## src/rtl/cic_pkg.sv

```systemverilog
// Shared types and defaults for the CIC decimator sequencer.
package cic_pkg;

   localparam int WIDTH_DEF = 24;
   localparam int DIV_DEF   = 2;
   localparam int DEC_DEF   = 64;

   typedef enum logic [1:0] {
      IDLE   = 2'd0,
      WARMUP = 2'd1,
      RUN    = 2'd2
   } state_t;

endpackage

```

## src/rtl/cic_clkgen.sv

```systemverilog
// PDM clock divider: half-period i_div clk cycles, one-cycle sample strobe on each rising edge.
// Latency: first rising edge i_div cycles after i_run rises; no backpressure, dropping i_run clears everything.
module cic_clkgen #(
   parameter int DIV_W = 8
) (
   input  logic             i_clk,
   input  logic             i_reset,
   input  logic             i_run,
   input  logic [DIV_W-1:0] i_div,
   output logic             o_pdm_clk,
   output logic             o_pdm_sample
);

   logic [DIV_W-1:0] r_cnt;
   logic             r_pdm_clk;
   logic             r_sample;
   logic             w_tc;

   assign w_tc = (r_cnt == i_div - DIV_W'(1));

   always_ff @(posedge i_clk) begin
      if (i_reset || !i_run) begin
         r_cnt     <= '0;
         r_pdm_clk <= 1'b0;
         r_sample  <= 1'b0;
      end else if (w_tc) begin
         r_cnt     <= '0;
         r_pdm_clk <= ~r_pdm_clk;
         // strobe coincides with the cycle pdm_clk reads high
         r_sample  <= ~r_pdm_clk;
      end else begin
         r_cnt     <= r_cnt + DIV_W'(1);
         r_sample  <= 1'b0;
      end
   end

   assign o_pdm_clk    = r_pdm_clk;
   assign o_pdm_sample = r_sample;

endmodule

```

## src/rtl/cic_ctrl.sv

```systemverilog
// Sequencer for a 1-bit-in CIC decimator: PDM clock, integrator/comb strobes, warm-up discard, output stream.
// Latency: capture CIC_LAT cycles after comb_stb, out_valid one cycle later; a word arriving while out_valid && !out_ready is dropped and flags overrun.
module cic_ctrl
   import cic_pkg::*;
#(
   parameter int WIDTH   = WIDTH_DEF,
   parameter int STAGES  = 4,
   parameter int DIV_W   = 8,
   parameter int DEC_W   = 10,
   parameter int CIC_LAT = 1,
   parameter int DIV_DEF = cic_pkg::DIV_DEF,
   parameter int DEC_DEF = cic_pkg::DEC_DEF
) (
   input  logic             i_clk,
   input  logic             i_reset,
   input  logic             i_cfg_we,
   input  logic [DIV_W-1:0] i_cfg_div,
   input  logic [DEC_W-1:0] i_cfg_dec,
   input  logic             i_enable,
   output logic             o_pdm_clk,
   output logic             o_pdm_sample,
   output logic             o_comb_stb,
   input  logic [WIDTH-1:0] i_cic_val,
   output logic [WIDTH-1:0] o_out_data,
   output logic             o_out_valid,
   input  logic             i_out_ready,
   output logic             o_overrun,
   output logic             o_busy
);

   localparam int WCNT_W = $clog2(STAGES + 1);

   state_t             r_state;
   state_t             w_next;
   logic [DIV_W-1:0]   r_div;
   logic [DEC_W-1:0]   r_dec;
   logic [DEC_W-1:0]   r_scnt;
   logic [WCNT_W-1:0]  r_wcnt;
   logic [CIC_LAT-1:0] r_pend;
   logic [WIDTH-1:0]   r_out_data;
   logic               r_out_valid;
   logic               r_overrun;

   logic w_run;
   logic w_sample;
   logic w_comb;
   logic w_cap;
   logic w_cfg_acc;
   logic w_warm_done;

   assign w_run       = (r_state != IDLE) && i_enable;
   assign w_cfg_acc   = i_cfg_we && (r_state == IDLE);
   assign w_comb      = w_sample && (r_scnt == r_dec - DEC_W'(1));
   assign w_warm_done = w_comb && (r_wcnt == WCNT_W'(STAGES - 1));
   assign w_cap       = r_pend[CIC_LAT-1] && w_run;

   cic_clkgen #(.DIV_W(DIV_W)) u_clkgen (
      .i_clk        (i_clk),
      .i_reset      (i_reset),
      .i_run        (w_run),
      .i_div        (r_div),
      .o_pdm_clk    (o_pdm_clk),
      .o_pdm_sample (w_sample)
   );

   always_ff @(posedge i_clk) begin
      if (i_reset) r_state <= IDLE;
      else         r_state <= w_next;
   end

   always_comb begin
      w_next = r_state;
      case (r_state)
         IDLE:    if (i_enable) w_next = WARMUP;
         WARMUP:  if (!i_enable) w_next = IDLE;
                  else if (w_warm_done) w_next = RUN;
         RUN:     if (!i_enable) w_next = IDLE;
         default: w_next = IDLE;
      endcase
   end

   always_ff @(posedge i_clk) begin
      if (i_reset) begin
         r_div       <= DIV_W'(DIV_DEF);
         r_dec       <= DEC_W'(DEC_DEF);
         r_scnt      <= '0;
         r_wcnt      <= '0;
         r_pend      <= '0;
         r_out_data  <= '0;
         r_out_valid <= 1'b0;
         r_overrun   <= 1'b0;
      end else begin
         if (w_cfg_acc) begin
            r_div     <= (i_cfg_div == '0) ? DIV_W'(1) : i_cfg_div;
            r_dec     <= (i_cfg_dec < DEC_W'(2)) ? DEC_W'(2) : i_cfg_dec;
            r_overrun <= 1'b0;
         end

         if (!w_run)        r_scnt <= '0;
         else if (w_sample) r_scnt <= w_comb ? '0 : r_scnt + DEC_W'(1);

         if (!w_run || r_state != WARMUP) r_wcnt <= '0;
         else if (w_comb)                 r_wcnt <= r_wcnt + WCNT_W'(1);

         // only RUN strobes schedule a capture; stopping cancels anything in flight
         if (!w_run) begin
            r_pend <= '0;
         end else begin
            r_pend[0] <= w_comb && (r_state == RUN);
            for (int i = 1; i < CIC_LAT; i++) r_pend[i] <= r_pend[i-1];
         end

         if (w_cap) begin
            if (!r_out_valid || i_out_ready) begin
               r_out_data  <= i_cic_val;
               r_out_valid <= 1'b1;
            end else begin
               r_overrun   <= 1'b1;
            end
         end else if (r_out_valid && i_out_ready) begin
            r_out_valid <= 1'b0;
         end
      end
   end

   assign o_pdm_sample = w_sample;
   assign o_comb_stb   = w_comb;
   assign o_out_data   = r_out_data;
   assign o_out_valid  = r_out_valid;
   assign o_overrun    = r_overrun;
   assign o_busy       = (r_state != IDLE);

endmodule

```

## config.mk

```make
export PLATFORM = sky130hd
export DESIGN_NAME = cic_ctrl
export DESIGN_NICKNAME = d
export VERILOG_FILES = /design/src/rtl/cic_pkg.sv /design/src/rtl/cic_clkgen.sv /design/src/rtl/cic_ctrl.sv
export SDC_FILE = /design/constraint.sdc
export NUM_CORES = 1
export LEC_CHECK = 0
export BUFFER_PORTS_ARGS = -buffer_cell sky130_fd_sc_hd__buf_4
export CAP_MARGIN = 0
export CORE_ASPECT_RATIO = 0.5
export CORE_MARGIN = 5
export CORE_UTILIZATION = 30
export DETAILED_ROUTE_END_ITERATION = 6
export GPL_ROUTABILITY_DRIVEN = 0
export GPL_TIMING_DRIVEN = 0
export PLACE_DENSITY = 0.55
export RECOVER_POWER = 50
export SYNTH_ARGS = -nofsm -noshare
export SYNTH_HDL_FRONTEND = slang
export SYNTH_SLANG_ARGS = --single-unit
```

## constraint.sdc

```tcl
create_clock -name i_clk -period 2.4 [get_ports i_clk]
set_clock_uncertainty 0.05 [all_clocks]
set_input_delay 0.12 -clock i_clk [delete_from_list [all_inputs] [get_ports i_clk]]
set_output_delay 0.12 -clock i_clk [all_outputs]
set_load 0.03 [all_outputs]
```

==> results of run 1 <==
==> cell type report <==
type	instances	area share, %
buffer	18	1.64
clock buffer	9	4.84
clock inverter	7	2.10
inverter	12	1.02
multi-input combinational	299	38.7
sequential	70	30.2
tap	140	3.76
timing repair buffer	114	17.7
==> worst min path at each step <==
stage            startpoint        to  slack [ps]  cells past startpoint
6_report       i_cfg_dec[4]  r_dec[4]          10                      3
5_1_grt        i_cfg_dec[4]  r_dec[4]           8                      3
4_1_cts        i_cfg_dec[4]  r_dec[4]           2                      3
3_5_place_dp   i_cfg_div[1]  r_div[1]         300                      2
3_3_place_gp   i_cfg_div[1]  r_div[1]         290                      2
2_1_floorplan  i_cfg_div[1]  r_div[1]         190                      1
==> per-layer routing <==
layer  global-route usage, %  part of all wire, %  wire length, um  vias up
met2                    22.7                   49             4340       46
li1                        -                    -                -     1609
met1                    16.9                   47             4090     1407
met4                    4.45                 0.73               64        0
met3                    3.47                  3.1              276        4
met5                       0                    0                0        -
==> sequential cells by signal, summed over array words and instances, names as in the netlist <==
signal / cells
u_clkgen.o_pdm_clk: 1
o_out_valid: 1
r_pend: 1
u_clkgen.r_cnt: 8
o_overrun: 1
o_out_data: 24
u_clkgen.o_pdm_sample: 1
r_div: 8
r_scnt: 10
r_wcnt: 3
r_dec: 10
r_state: 2
==> layout by cell type (no fill, tap or decap), types with 10 or more instances in the layout <==
| master | count |
|---|---|
| nand2_1 | 94 |
| dfxtp_1 | 67 |
| nor2_1 | 24 |
| nand3_1 | 10 |
| a21oi_1 | 43 |
| clkbuf_1 | 43 |
| dlygate4sd3_1 | 28 |
| buf_4 | 57 |
| xor2_1 | 21 |
| inv_1 | 10 |
| xnor2_1 | 14 |
| nor3_1 | 17 |
==> where the power goes <==
part / switching, mW / internal [mW]
Clock: 0.500 / 0.912
Sequential: 0.0276 / 1.18
Combinational: 0.151 / 0.173
Total: 0.679 / 2.27
==> stage by stage <==
step | hold slack (ps) | util, % | cells | TNS, ps
finish | 9.91 | 44.7 | 669 | -22.5
global route | 8.31 | 44.7 | 669 | -185
CTS | 2.31 | 45.2 | 663 | -24.0
detailed placement | 300 | 38.5 | 615 | -2870
global placement | 295 | 38.5 | 615 | -2690
floorplan | 188 | - | 400 | 0
==> cells by family after synthesis <==
kind of cell             after synthesis  synth area share [%]
multiplexers                           2                 0.689
flip-flops                            70                  42.9
adder cells (fa/ha/maj)                6                  2.30
AND/OR/NAND/NOR                      183                  26.5
AO/OA/AOI/OAI                         73                  14.5
XOR/XNOR                              35                  9.38
buffers and inverters                 31                  3.68
==> critical path, cell delays in order (launching register included) <==
cell,delay [ps]
dfxtp_4,380
inv_4,40
ha_4,250
xor2_1,140
o211ai_1,110
a211oi_2,200
buf_4,160
nand4bb_4,130
nor3_4,240
buf_6,140
buf_6,120
==> repair_timing <==
item / CTS / global route
pin swaps: 6 / 5
hold endpoints to repair: 28 / 0
setup buffers: 5 / 6
gates cloned: 0 / 0
gates resized for setup: 12 / 6
hold buffers: 28 / 0
endpoints found under the setup margin: 22 / 11
==> metrics.md, run 1 <==
| Metric | Value |
|---|---|
| Pwr dens | 633 nW/um^2 |
| Asr flop ratio synth | 0% |
| Worst Setup SP | r_dec[0] |
| Post-DR vias/cell | 4.58 |
| Area of combinational cells with multiple inputs | 1800 um^2 |
| CTS tree | built |
| Worst slack at placement | -278 ps |
| Top cells by instance count after synthesis | 94 x nand2_1, 70 x dfxtp_1, 43 x a21oi_1 |
| Start-to-end type of the worst setup path | flop to output port |
| Primary flip-flop cell chosen by synthesis mapping | dfxtp_1 |
| Clock insertion delay at the later pin of the skew report | 320 ps |
| Area share of the leading cell type in the synthesized netlist | 42.9% |
| Most numerous cell in the Yosys netlist | nand2_1 |
| Count of vias placed by the detailed router | 3066 |
| Required time at the worst-slack endpoint | 2230 ps |
| Residual overflow from global routing | 0 |
| Register clock-pin slew on the reported worst setup and hold paths | 60 ps |
| Critical path peak fanout | 6 |
| Share of synthesized area occupied by flip-flops and latches | 42.9% |
| Max-slew violation count | 0 |
| GRT Overall Usage | a little over an eighth |
| Warnings from Yosys | 0 |
| Ant. Diodes | 0 |
| CTS Buf Count | 9 |
| Total standard cell area after synthesis | 3270 um^2 |
| Placeable core region | roughly 10000 um^2 |
| Crit share post-route | 101% |
| Shortest clock period the worst path allows after layout | 2420 ps |
| Die extent in y | ~84 um |
| R2R Path Start | r_dec[0] |
| Crit. End Element | output port |
| Tot Pwr | slightly below 3 mW |
| First-pass GRT wire length | between 10 and 15 mm |
| Aggregate routed wire length | 8.77 mm |
| HPWL after DPL | 6.49 mm |
| Boundary Pins | between 70 and 80 |
| Total Nets Final | 577 |
| Pin count of the biggest net entering global routing | 14 |
| Number of placement rows | 26 |
| IO buf count | 75 |
| Area taken by flip-flops and latches | 1410 um^2 |
| Type of origin of the critical path | flop |
| Number of violations of the max-capacitance limit | 0 |
| Number of clock sinks seen by CTS | 70 |
| Headroom to the max-slew limit | 67.0% |
| CTS root buffer | clkbuf_16 |
| Synth unique cells | 49 |
| Die area | 13200 um^2 |
| Result of the run | finished with violations |
| Hold violation total from the final report | 0 |
| Maximum VDD drop | 0.411 mV |
| Slew @ Worst Pin | a little under 500 ps |
| Synthesized netlist cell count | 400 |
| Width of the die | between 150 and 200 um |
| Number of synthesized flops with an enable pin | 0 |
| Top cell type by total area after synthesis | dfxtp_1 |
| Count of routing violations after the opening detailed-route iteration | 158 |
| Number of global-route vias before repair | 2976 |
| Post-synthesis net count | 453 |
| Starting density of the core | 31.4% |
| Unrepaired setup endpoints after global routing | yes |
| Avg WL per Cell | 13.1 um |
| Highest attainable clock frequency | between 0.4 and 0.5 GHz |
| Worst endpoint data arrival time | 2250 ps |
| Fin worst setup slack | -22.5 ps |
| Iteration count of the initial detailed-routing pass | 4 |
| Number of antenna violations at the first check in global routing | 0 |
| R2R cell count | 10 |
| Main area contributors after synthesis | dfxtp_1 43%, nand2_1 11%, a21oi_1 6.6%, xor2_1 5.6%, xnor2_1 3.8% |
| End of the worst register-to-register path | r_wcnt[0] |
| Synthesized area per cell | 8.17 um^2 |
| Final Setup Violations | 1 |
| Leakage power summed over all cells | 1.75 nW |
| End of the critical path | o_comb_stb |
| Deepest clock path buffer count | 2 |
| Placement-stage cell area | about 4000 um^2 |
| Seq cells post-synth | 70 |
| Class of the tightest hold or removal check | input pin to flop |
| Number of remaining DRC errors | 0 |
| Filler instances | 1080 |
| Reg2Reg Setup Slack | 70 ps |
| Final ANT Viol Nets | 0 |
| Violations in the final reports | negative setup slack |
| Count of H-tree levels built during CTS | 3 |
| Design Area, Final | 4660 um^2 |
| Relative area change from synthesis to final layout | 42.5% |
| Layout cells sized above 1 | between 10% and 20% |
Note: power is estimated with default switching activity, not from simulation.
==> run 2, diff against run 1 <==
- SETUP_SLACK_MARGIN: unset -> 0.2
==> metrics.md, run 2 (synthesis results as in run 1) <==
| Metric | Value |
|---|---|
| CTS root buffer | clkbuf_16 |
| Filler instances | 1042 (-3.5%) |
| Die area | 13200 um^2 (unchanged) |
| Hold violation total from the final report | 0 (unchanged) |
| Final Core Density | 47.9% (+3.2 points) |
| Count of cell instances traversed by the critical path | 10 (unchanged) |
| First-pass GRT wire length | 15.6 mm (+7.4%) |
| Design Area, Final | 4990 um^2 (+7.2%) |
| GRT Overall Usage | 14.8% (+1.3 points) |
| Final Setup Violations | 1 (unchanged) |
| Ant. Diodes | 0 (unchanged) |
| Start-to-end type of the worst setup path | flop to output port |
| Slew @ Worst Pin | 705 ps (+210 ps) |
| Number of placement rows | 26 (unchanged) |
| Non-filler cells in the finished layout | 690 (+3.1%) |
| Relative area change from synthesis to final layout | 52.8% |
| Class of the tightest hold or removal check | input pin to flop |
| Count of vias placed by the detailed router | 3271 (+6.7%) |
| Largest register FFs | 24 (unchanged) |
| Pin count of the biggest net entering global routing | 15 (+1) |
| Total instance count after detailed placement | 615 (unchanged) |
| Fin worst setup slack | -30.3 ps (-7.83 ps) |
| IO buf count | 75 (unchanged) |
| Area of combinational cells with multiple inputs | 1940 um^2 (+7.4%) |
| Pwr dens | 594 nW/um^2 (-6.1%) |
| Critical path peak fanout | 7 (+1) |
| Worst Setup SP | r_dec[0] |
| Placement-stage cell area | 4020 um^2 (+0.44%) |
| Critical path buffers and inverters | 4 (unchanged) |
| R2R cell count | 13 (+3) |
| Worst endpoint data arrival time | 2260 ps (about the same) |
| Register clock-pin slew on the reported worst setup and hold paths | 60 ps (about the same) |
| Headroom to the max-slew limit | 53.0% (-14 points) |
| Number of clock sinks seen by CTS | 70 (unchanged) |
| Residual overflow from global routing | 0 (unchanged) |
| Post-DR vias/cell | 4.74 (+3.4%) |
| Max-slew violation count | 0 (unchanged) |
| Maximum VDD drop | 0.343 mV (-17%) |
| Final hold slack | 8.03 ps (-1.88 ps) |
| Number of remaining DRC errors | 0 (unchanged) |
| Number of violations of the max-capacitance limit | 0 (unchanged) |
| Highest attainable clock frequency | 0.411 GHz (-0.32%) |
| Clock insertion delay at the later pin of the skew report | 340 ps (+20 ps) |
| Deepest clock path buffer count | 2 (unchanged) |
| Cell type of the slowest stage on the worst timing path | dfxtp_4 |
| Type of origin of the critical path | flop |
| CTS tree | built |
| Starting density of the core | 31.4% (unchanged) |
| Width of the die | 158 um (unchanged) |
| Count of H-tree levels built during CTS | 3 (unchanged) |
| Number of antenna violations at the first check in global routing | 0 (unchanged) |
| Iteration count of the initial detailed-routing pass | 4 (unchanged) |
| Layout cells sized above 1 | 23.8% (+5.9 points) |
| Required time at the worst-slack endpoint | 2230 ps (about the same) |
| Min-Delay Path Depth | 3 (unchanged) |
| Final ANT Viol Nets | 0 (unchanged) |
| Die extent in y | 83.8 um (unchanged) |
| Most common cell after layout, fill and taps aside | nand2_1 |
| Setup_tns | -30.3 ps (-7.83 ps) |
| Unrepaired setup endpoints after global routing | yes |
| Leakage power summed over all cells | 1.86 nW (+6.6%) |
| Most used cells in the layout excluding fill and tap cells | 93 x nand2_1, 64 x dfxtp_1, 59 x buf_4, 45 x clkbuf_1, 42 x a21oi_1 |
| Critical Path, Cell by Cell | inv_2 > ha_4 > buf_8 > o21ba_4 > a221oi_2 > a41oi_2 > nand4bb_4 > nor3_4 > buf_6 > buf_6 |
| Crit. End Element | output port |
| Reg2Reg Setup Slack | 30 ps (-40 ps) |
| Critical path's top delay family | compound AO/OA/AOI/OAI gates |
| Result of the run | finished with violations |
| Critical Path Max Stage Delay | 360 ps (-20 ps) |
| Boundary Pins | 77 (unchanged) |
| Area taken by flip-flops and latches | 1410 um^2 (+0.44%) |
| Count of routing violations after the opening detailed-route iteration | 186 (+18%) |
| HPWL after DPL | 6.55 mm (+0.90%) |
| Shortest clock period the worst path allows after layout | 2430 ps (+7.83 ps) |
| Min-Delay Startpoint | i_cfg_div[7] |
| Tot Pwr | 2.97 mW (+0.67%) |
| Worst slack at placement | -31.0 ps (+247 ps) |
| R2R Path Start | r_dec[0] |
| CTS Buf Count | 9 (unchanged) |
| Most prevalent standard cell on the critical path | buf_6 |
| Avg WL per Cell | 14.3 um (+9.0%) |
| Total Nets Final | 598 (+3.6%) |
| Violations in the final reports | negative setup slack |
| Number of global-route vias before repair | 3182 (+6.9%) |
| Crit share post-route | 101% (+0.33 points) |
| Aggregate routed wire length | 9.86 mm (+12%) |
| Placeable core region | 10400 um^2 (unchanged) |
[run 2: per-layer routing]
| layer | global-route usage, % | part of all wire [%] | up-vias |
|---|---|---|---|
| met1 | 17.6 | 45 | 1537 |
| met5 | 0 | 0 | - |
| met3 | 4.87 | 4.1 | 16 |
| li1 | - | - | 1668 |
| met4 | 5.54 | 1.8 | 0 |
| met2 | 24.9 | 49 | 50 |
[run 2: cell type report]
type,count,share of cell area (%)
clock inverter,7,1.63
clock buffer,9,4.51
inverter,12,0.902
buffer,19,1.83
multi-input combinational,299,38.8
sequential,70,28.3
tap,140,3.51
timing repair buffer,134,20.5
[run 2: path summary, 6_finish.rpt]
check | end
worst max-delay path | o_comb_stb
worst max register to register | r_state[0]
worst min register to register | o_out_data[14]
worst min-delay path | r_div[7]
[run 2: worst reg2reg max path: cells and delay by family, from the launching register on]
family	cells	cell delay, ps
flops	1	360
compound gates	4	600
simple gates	2	470
fa+ha+maj	1	150
buf+inv	6	640
[run 2: repair_timing]
action,4_1_cts,5_1_grt
pin swaps,19,8
gates cloned,0,0
endpoints found under the hold margin,38,0
hold buffers,38,0
setup buffers,15,6
gates resized for setup,36,19
setup endpoints to repair,26,19
[run 2: power by group]
group | switching (mW) | internal (mW) | total (mW)
combinational | 0.175 | 0.210 | 0.385
clock | 0.553 | 0.817 | 1.37
sequential | 0.0287 | 1.18 | 1.21
total | 0.757 | 2.21 | 2.97
